### config.mk
export PLATFORM = sky130hd
export DESIGN_NAME = uart_cmd_ctrl
export DESIGN_NICKNAME = d
export VERILOG_FILES = /design/src/rtl/uart_cmd_ctrl_pkg.sv /design/src/rtl/uart_cmd_ctrl_timeout.sv /design/src/rtl/uart_cmd_ctrl.sv
export SDC_FILE = /design/constraint.sdc
export NUM_CORES = 1
export LEC_CHECK = 0
export ABC_AREA = 1
export CORE_UTILIZATION = 35
export DETAILED_ROUTE_END_ITERATION = 6
export PLACE_DENSITY = 0.58
export SLEW_MARGIN = 20
export SYNTH_ARGS = -nofsm -noshare
export SYNTH_HDL_FRONTEND = slang
export SYNTH_HIERARCHICAL = 1
export SYNTH_SLANG_ARGS = --single-unit
### constraint.sdc
create_clock -name CLK_50MHZ -period 2.9 [get_ports CLK_50MHZ]
set_clock_uncertainty 0.05 [all_clocks]
set_input_delay 0.87 -clock CLK_50MHZ [delete_from_list [all_inputs] [get_ports CLK_50MHZ]]
set_output_delay 0.87 -clock CLK_50MHZ [all_outputs]
set_load 0.05 [all_outputs]
### src/rtl/uart_cmd_ctrl_pkg.sv
// Shared rs232 command-frame constants and the sequencer state encoding,
// kept here so monitors outside the RTL can decode the FSM state.
package uart_cmd_ctrl_pkg;

  localparam logic [7:0] FLOW_WR   = 8'h00;
  localparam logic [7:0] FLOW_RD   = 8'h01;
  localparam int         FRAME_LEN = 3;

  typedef enum logic [2:0] {
    ST_IDLE      = 3'd0,
    ST_WAIT_ADDR = 3'd1,
    ST_WAIT_DATA = 3'd2,
    ST_WRITE     = 3'd3,
    ST_READ      = 3'd4,
    ST_RD_WAIT   = 3'd5,
    ST_SEND      = 3'd6,
    ST_SEND_WAIT = 3'd7
  } state_t;

  // Only bit 0 of the flow byte selects the command; the rest is ignored.
  function automatic logic flow_is_read(input logic flow_bit0);
    return flow_bit0 == FLOW_RD[0];
  endfunction

  // States in which the sequencer is executing a command and cannot take RX bytes.
  function automatic logic drops_rx(input state_t s);
    return s inside {ST_WRITE, ST_READ, ST_RD_WAIT, ST_SEND, ST_SEND_WAIT};
  endfunction

endpackage

### src/rtl/uart_cmd_ctrl_timeout.sv
// Inter-byte timeout: loadable down-counter that pulses expire once it has
// run TIMEOUT_CYC enabled cycles without a clear.
module uart_cmd_timeout #(
  parameter int TIMEOUT_CYC = 500000
) (
  input  logic clk,
  input  logic srst,
  input  logic clr,
  input  logic en,
  output logic expire
);

  localparam int W = (TIMEOUT_CYC > 2) ? $clog2(TIMEOUT_CYC) : 1;
  localparam logic [W-1:0] LOAD = W'(TIMEOUT_CYC - 1);

  logic [W-1:0] cnt_reg;

  always_ff @(posedge clk) begin
    if (srst) begin
      cnt_reg <= LOAD;
    end else if (clr) begin
      cnt_reg <= LOAD;
    end else if (en && (cnt_reg != '0)) begin
      cnt_reg <= cnt_reg - W'(1);
    end
  end

  // A clear in the expiry cycle wins, so a late byte is still accepted.
  assign expire = en && !clr && (cnt_reg == '0);

endmodule

### src/rtl/uart_cmd_ctrl.sv
// Command sequencer: decodes {FLOW, ADDR, DATA} UART frames into register-bus
// writes, or reads that return one byte over the UART transmitter.
module uart_cmd_ctrl
  import uart_cmd_ctrl_pkg::*;
#(
  parameter int TIMEOUT_CYC = 500000,
  parameter int RD_LAT      = 1
) (
  input  logic       CLK_50MHZ,
  input  logic       RST,
  input  logic       RX_DONE,
  input  logic [7:0] RX_DATA,
  input  logic       TX_BUSY,
  output logic       TX_TRG,
  output logic [7:0] TX_DATA,
  output logic [7:0] REG_ADDR,
  output logic [7:0] REG_WDATA,
  output logic       REG_WE,
  output logic       REG_RE,
  input  logic [7:0] REG_RDATA,
  output logic       BUSY,
  output logic       FRAME_ERR,
  output logic       OVERRUN,
  output logic [7:0] CMD_CNT
);

  localparam logic [2:0] LAT_LOAD = 3'(RD_LAT - 1);

  state_t     state_reg, state_next;
  logic       is_rd_reg, is_rd_next;
  logic [7:0] addr_reg, addr_next;
  logic [7:0] wdata_reg, wdata_next;
  logic [7:0] tx_data_reg, tx_data_next;
  logic [2:0] lat_reg, lat_next;
  logic       tx_seen_reg, tx_seen_next;
  logic [7:0] cmd_cnt_reg, cmd_cnt_next;
  logic       frame_err_reg, frame_err_next;
  logic       overrun_reg, overrun_next;

  logic to_en;
  logic to_clr;
  logic to_expire;

  // The timeout only runs while a frame is partially received.
  assign to_en  = (state_reg == ST_WAIT_ADDR) || (state_reg == ST_WAIT_DATA);
  assign to_clr = RX_DONE || !to_en;

  uart_cmd_timeout #(
    .TIMEOUT_CYC(TIMEOUT_CYC)
  ) u_timeout (
    .clk   (CLK_50MHZ),
    .srst  (RST),
    .clr   (to_clr),
    .en    (to_en),
    .expire(to_expire)
  );

  always_ff @(posedge CLK_50MHZ) begin
    if (RST) begin
      state_reg     <= ST_IDLE;
      is_rd_reg     <= 1'b0;
      addr_reg      <= 8'h00;
      wdata_reg     <= 8'h00;
      tx_data_reg   <= 8'h00;
      lat_reg       <= 3'd0;
      tx_seen_reg   <= 1'b0;
      cmd_cnt_reg   <= 8'h00;
      frame_err_reg <= 1'b0;
      overrun_reg   <= 1'b0;
    end else begin
      state_reg     <= state_next;
      is_rd_reg     <= is_rd_next;
      addr_reg      <= addr_next;
      wdata_reg     <= wdata_next;
      tx_data_reg   <= tx_data_next;
      lat_reg       <= lat_next;
      tx_seen_reg   <= tx_seen_next;
      cmd_cnt_reg   <= cmd_cnt_next;
      frame_err_reg <= frame_err_next;
      overrun_reg   <= overrun_next;
    end
  end

  always_comb begin
    state_next     = state_reg;
    is_rd_next     = is_rd_reg;
    addr_next      = addr_reg;
    wdata_next     = wdata_reg;
    tx_data_next   = tx_data_reg;
    lat_next       = lat_reg;
    tx_seen_next   = tx_seen_reg;
    cmd_cnt_next   = cmd_cnt_reg;
    frame_err_next = 1'b0;
    overrun_next   = RX_DONE && drops_rx(state_reg);
    TX_TRG         = 1'b0;
    REG_WE         = 1'b0;
    REG_RE         = 1'b0;

    case (state_reg)
      ST_IDLE: begin
        if (RX_DONE) begin
          is_rd_next = flow_is_read(RX_DATA[0]);
          state_next = ST_WAIT_ADDR;
        end
      end
      ST_WAIT_ADDR: begin
        if (RX_DONE) begin
          addr_next  = RX_DATA;
          state_next = ST_WAIT_DATA;
        end else if (to_expire) begin
          frame_err_next = 1'b1;
          state_next     = ST_IDLE;
        end
      end
      ST_WAIT_DATA: begin
        if (RX_DONE) begin
          wdata_next = RX_DATA;
          state_next = is_rd_reg ? ST_READ : ST_WRITE;
        end else if (to_expire) begin
          frame_err_next = 1'b1;
          state_next     = ST_IDLE;
        end
      end
      ST_WRITE: begin
        REG_WE       = 1'b1;
        cmd_cnt_next = cmd_cnt_reg + 8'd1;
        state_next   = ST_IDLE;
      end
      ST_READ: begin
        REG_RE     = 1'b1;
        lat_next   = LAT_LOAD;
        state_next = ST_RD_WAIT;
      end
      ST_RD_WAIT: begin
        // Last wait cycle is the one in which REG_RDATA is valid.
        if (lat_reg == 3'd0) begin
          tx_data_next = REG_RDATA;
          state_next   = ST_SEND;
        end else begin
          lat_next = lat_reg - 3'd1;
        end
      end
      ST_SEND: begin
        if (!TX_BUSY) begin
          TX_TRG       = 1'b1;
          tx_seen_next = 1'b0;
          state_next   = ST_SEND_WAIT;
        end
      end
      ST_SEND_WAIT: begin
        if (TX_BUSY) begin
          tx_seen_next = 1'b1;
        end else if (tx_seen_reg) begin
          cmd_cnt_next = cmd_cnt_reg + 8'd1;
          state_next   = ST_IDLE;
        end
      end
      default: state_next = ST_IDLE;
    endcase
  end

  assign TX_DATA   = tx_data_reg;
  assign REG_ADDR  = addr_reg;
  assign REG_WDATA = wdata_reg;
  assign BUSY      = (state_reg != ST_IDLE);
  assign FRAME_ERR = frame_err_reg;
  assign OVERRUN   = overrun_reg;
  assign CMD_CNT   = cmd_cnt_reg;

endmodule

## Word-level counts from Yosys, hierarchy flattened

Index checks and enable logic that the tools add are counted.

| operators by class | value |
|---|---|
| add/subtract/negate cells | 3 |
| reduce and logical (&&, ||, !) cells | 28 |
| bitwise logic cells | 1 |
| equal/unequal tests | 14 |
| multiplexer cells | 23 |

Operators with widths:

| kind | count |
|---|---|
| $mux W3 | 10 |
| $pmux W3 S8 | 1 |
| $logic_not A19 Y1 | 1 |
| $reduce_bool A19 Y1 | 1 |
| $sub A19 B1 Y19 const B | 1 |
| $mux W8 | 2 |
| $pmux W8 S2 | 1 |
| $eq A3 B3 Y1 const B | 4 |
| $ne A2 B2 Y1 const B | 6 |
| $reduce_and A2 Y1 | 5 |
| $add A8 B1 Y8 const B | 1 |
| $mux W1 | 7 |
| $eq A3 B2 Y1 const B | 2 |
| $logic_not A3 Y1 | 2 |
| $pmux W3 S2 | 1 |
| $reduce_and A3 Y1 | 2 |
| $reduce_bool A2 Y1 | 3 |
| $reduce_and A5 Y1 | 1 |
| $reduce_bool A5 Y1 | 1 |
| $logic_and A1 B1 Y1 | 4 |
| $reduce_or A2 Y1 | 2 |
| $eq A3 B1 Y1 const B | 1 |
| $reduce_bool A3 Y1 | 1 |
| $reduce_or A3 Y1 | 1 |
| other kinds (6) | 8 |

| word-level totals | value |
|---|---|
| word-level logic and storage cells | 80 |
| flip-flop bits (word level) | 61 |
| output and inout bits | 38 |
| bits of input ports | 20 |

## Longest topological paths before layout

| depth | value |
|---|---|
| depth after elaboration | 10 |
| gate-level depth with buffers | 15 |
| gate-level depth less buffers | 15 |

## By module

Netlist, hierarchy kept.

Modules (own cells, without submodules):

| module | times used | area each (um^2) | cells an instance |
|---|---|---|---|
| uart_cmd_ctrl | 1 | 1886.8 | 258 |
| uart_cmd_timeout | 1 | 1223.7 | 193 |

## Worst setup path after synthesis

OpenSTA, ideal clock, no wires.

| timing | value |
|---|---|
| path kind | input to output |
| from | in TX_BUSY |
| to | out TX_TRG |
| stages on the path | 1 |
| path slack | 0.426 ns |
| data required time | 1.980 ns |
| arrival time | 1.554 ns |
| cell sequence | nor2_1 |

| between the ends | value |
|---|---|
| longest elaborated chain between the ends | 2 |

Ends and longest elaborated chain:

| element | RTL line | text |
|---|---|---|
| from (decl) | uart_cmd_ctrl.sv:13 | `input logic TX_BUSY,` |
| $mux W1 | uart_cmd_ctrl.sv:144 | `if (!TX_BUSY) begin` |
| $mux W1 | uart_cmd_ctrl.sv:99 | `case (state_reg)` |
| to (decl) | uart_cmd_ctrl.sv:14 | `output logic TX_TRG,` |

No other way between the ends.

## Worst setup path in the final report

| timing | value |
|---|---|
| from | reg state_reg[0] |
| to | out REG_WE |

| between the ends | value |
|---|---|
| longest elaborated chain between the ends | 2 |

Ends and longest elaborated chain:

| element | RTL line | text |
|---|---|---|
| from (decl) | uart_cmd_ctrl.sv:29 | `state_t state_reg, state_next;` |
| from (signal assigned) | uart_cmd_ctrl.sv:71 | `state_reg <= state_next;` |
| $eq A3 B2 Y1 | uart_cmd_ctrl.sv:99 |  |
| $mux W1 | uart_cmd_ctrl.sv:99 |  |
| to (decl) | uart_cmd_ctrl.sv:18 | `output logic REG_WE,` |

No other way between the ends.

==> impl_summary.txt <==
----------------------------------------------------
[Status]
  Run status ... finished clean

[Synthesis]
  Register bit total from synthesis ... 61
  Proportion of synthesized flip-flops having asynchronous set or reset ... 0%
  Netlist cell types ... 36
  Synthesized area per cell ... 6.90 um2
  Proportion of synthesized area in mux cells ... 0%
  Total of warnings raised by yosys ... 6
  Post-Syn Nets ... 476
  Post-Syn Area ... 3110 um2
  Share of synthesized area occupied by flip-flops and latches ... 39.3%
  Adder-cell share of the synthesized area ... 2.01%
  Simple-gate portion of the synthesized area ... 38.1%
  Number of instances in the synthesized netlist ... 451
  Dominant combinational cell family by area after synthesis ... simple AND/OR/NAND/NOR gates
  Synth Flop Type ... dfxtp_1
  Number of enable flip-flop cells after synthesis ... 0
  Xor/xnor share of the synthesized area ... 2.82%
  Compound-Gate Fraction of Synth Area ... 10.3%

[CTS]
  Clock tree from TritonCTS ... done
  Root buffer cell ... clkbuf_8
  Number of setup buffers added after CTS ... 0
  Maximum count of clock buffers along a single path ... 2
  Clock net sink count ... 61
  Number of hold buffers added after cts ... 0
  Clock-pin slew on the worst setup and hold paths ... 0.07 ns
  Latest clock arrival within the worst-skew pair ... 0.34 ns
  # H-tree levels ... 3
  Resized cells post-CTS ... 0
  TritonCTS buffer count ... 9

[Timing]
  Number of pins exceeding their max-slew limit in the final report ... 0
  Maximum clock frequency ... 355 MHz
  Setup repair after global routing missed its margin ... no
  Accumulated negative setup slack ... 0 ns
  Worst-case headroom to the max-slew limit ... 59.1%
  Finish-stage setup viols ... 0
  Fin crit share ... 97.2%
  Final Hold Fails ... 0
  Setup slack of the critical path after layout ... 0.0803 ns
  Slew of the pin with the lowest slew margin ... 0.613 ns
  Post-route minimum period ... 2.82 ns

[Power and ir drop]
  Maximum ir drop on the vdd rail ... 0.256 mV
  Ratio of total power to cell area ... 507 nW/um2
  Reported leakage power ... 1.62 nW
  Total chip power ... 2.04 mW

[Worst hold path]
  End point of the most critical hold path ... TX_DATA[2]$_SDFFE_PP0P_
  Kind of path behind the tightest hold check ... flip-flop to flip-flop
  Count of cells along the worst hold path ... 2
  Source of the worst hold timing path ... TX_DATA[2]$_SDFFE_PP0P_

[Layout]
  Number of flip-flops in the largest register ... 19
  Most frequent standard cell in the layout excluding fill and tap cells ... nand2_1
  Commonest cells after routing, fill and taps aside ... nand2_1 (96), nor2_1 (88), dfxtp_1 (61)
  Post-route cell area ... 4020 um2
  Layout cell share with drive strength beyond 1 ... 10.4%
  Layout Nets ... 538
  Synthesis-to-finish area growth ... 29.1%
  Antenna diode instance count ... 0

[Floorplanning]
  Count of pins on the block boundary ... 58
  Starting Density ... 35.8%
  Die area ... 9270 um2
  Standard-cell row count ... 34
  Width of the die ... 96.3 um
  Core area ... 8680 um2
  Die Span Y ... 96.3 um

[Route]
  Antenna violation net count after detailed routing ... 0
  DR iter-0 viols ... 155
  Vias per cell ... 4.72
  Final Routed Wirelength ... 7.27 mm
  Vias after detailed routing ... 2,954
  Drt pass-1 iters ... 4
  Wirelength per Cell ... 11.6 um
  DRC Markers ... 0

[Global routing]
  Antenna violations before repair ... 0
  Vias in the first global route ... 2,747
  Overall track demand over capacity in global routing ... 17.1%
  Wire length of the first global-routing pass ... 12.1 mm
  Largest net degree at the start of global routing ... 25
  Final global-route overflow total ... 0

[Worst setup path]
  Classification of the worst setup path ... flip-flop to primary output
  R2R cell count ... 15
  Worst R2R Start ... u_timeout/cnt_reg[0]$_SDFFE_PP1P_
  Data required time at the worst endpoint ... 1.98 ns
  Setup slack on the worst flop-to-flop path ... 0.64 ns
  Worst path arrival time ... 1.90 ns
  Worst r2r dst ... state_reg[2]$_SDFFE_PP0P_
  CP Max Fanout ... 7
  Startpoint type of the worst setup path ... flip-flop
  Endpoint type of the worst setup path ... primary output

[Placed design]
  Placed wire-length estimate after detailed placement ... 5.29 mm
  Gpl congestion ... 0.829
  Dpl cell area ... 3790 um2
  Setup WS pre-CTS ... 0.184 ns
  Number of I/O port buffers ... 57

[Run]
  Max-Cap Viols ... 0

----------------------------------------------------
-- cell families (layout without fill, tap and decap cells) --
| logic type | after synthesis | in the layout |
|---|---|---|
| AO/OA/AOI/OAI | 60 | 60 |
| adder cells (fa/ha/maj) | 5 | 5 |
| XOR/XNOR | 10 | 10 |
| flip-flops | 61 | 61 |
| buffers and inverters | 55 | 122 |
| AND/OR/NAND/NOR | 260 | 260 |
-- worst max-delay path by stage --
stage / startpoint / to / slack, ns / cells after the start
after detailed placement: TX_BUSY / TX_TRG / 0.18 / 3
final: state_reg[0]$_SDFFE_PP0P_ / REG_WE / 0.08 / 3
after global routing: state_reg[0]$_SDFFE_PP0P_ / REG_WE / 0.007 / 3
after floorplan: TX_BUSY / TX_TRG / 0.43 / 1
after CTS: state_reg[0]$_SDFFE_PP0P_ / REG_WE / 0.06 / 3
after global placement: TX_BUSY / TX_TRG / 0.22 / 3
-- per-stage QoR --
step,instances,hold WS (ns),util (%)
6_report,626,0.411,46.3
5_1_grt,626,0.442,46.3
4_1_cts,626,0.413,46.3
3_5_place_dp,610,0.404,43.7
3_3_place_gp,610,0.400,43.7
2_1_floorplan,451,0.394,-
-- critical path, stage by stage (launching register included) --
cell and delay (ns):
dfxtp_1 0.51, nand2_2 0.13, nor2_1 0.11, clkdlybuf4s50_1 0.81
-- per-layer routing --
layer  vias to the layer above  share of wire (%)  global-route usage [%]
met4                         0                2.0                    8.21
met5                         -                  0                       0
met3                        12                3.6                    3.79
met2                        64                 47                    28.4
li1                       1575                  -                       -
met1                      1303                 48                    20.7
-- cell type report --
cell class | count | area [um2]
fill | 917 | 4660
multi-input combinational | 335 | 1650
sequential | 61 | 1220
timing repair buffer | 62 | 613
inverter | 44 | 166
clock buffer | 13 | 159
tap | 108 | 135
clock inverter | 3 | 67.6
-- report_power, final --
group	switching (mW)	internal [mW]	leakage, nW
clock network	0.335	0.532	0.110
registers	0.0186	0.861	0.494
logic	0.189	0.102	1.02
total	0.543	1.49	1.62
-- synth_stat cells, types with 2 or more instances --
library cell,instances,area share [%]
xnor2_1,7,2.0
a21oi_1,23,3.7
nand2_2,4,0.80
nor3_4,2,1.0
nand2_4,2,0.72
inv_2,8,0.97
nand2_1,96,12
nand3_1,39,6.3
xor2_1,3,0.84
dfxtp_1,61,39
nor2_2,6,1.2
nand3b_1,2,0.48
o21ai_2,2,0.56
ha_1,5,2.0
nor3_1,4,0.64
clkbuf_1,6,0.72
o21ai_0,30,4.8
nor2_1,88,11
inv_1,35,4.2
nand4_1,9,1.8
nor2_4,2,0.72
buf_6,3,1.1
Note: power is estimated with default switching activity, not from simulation.
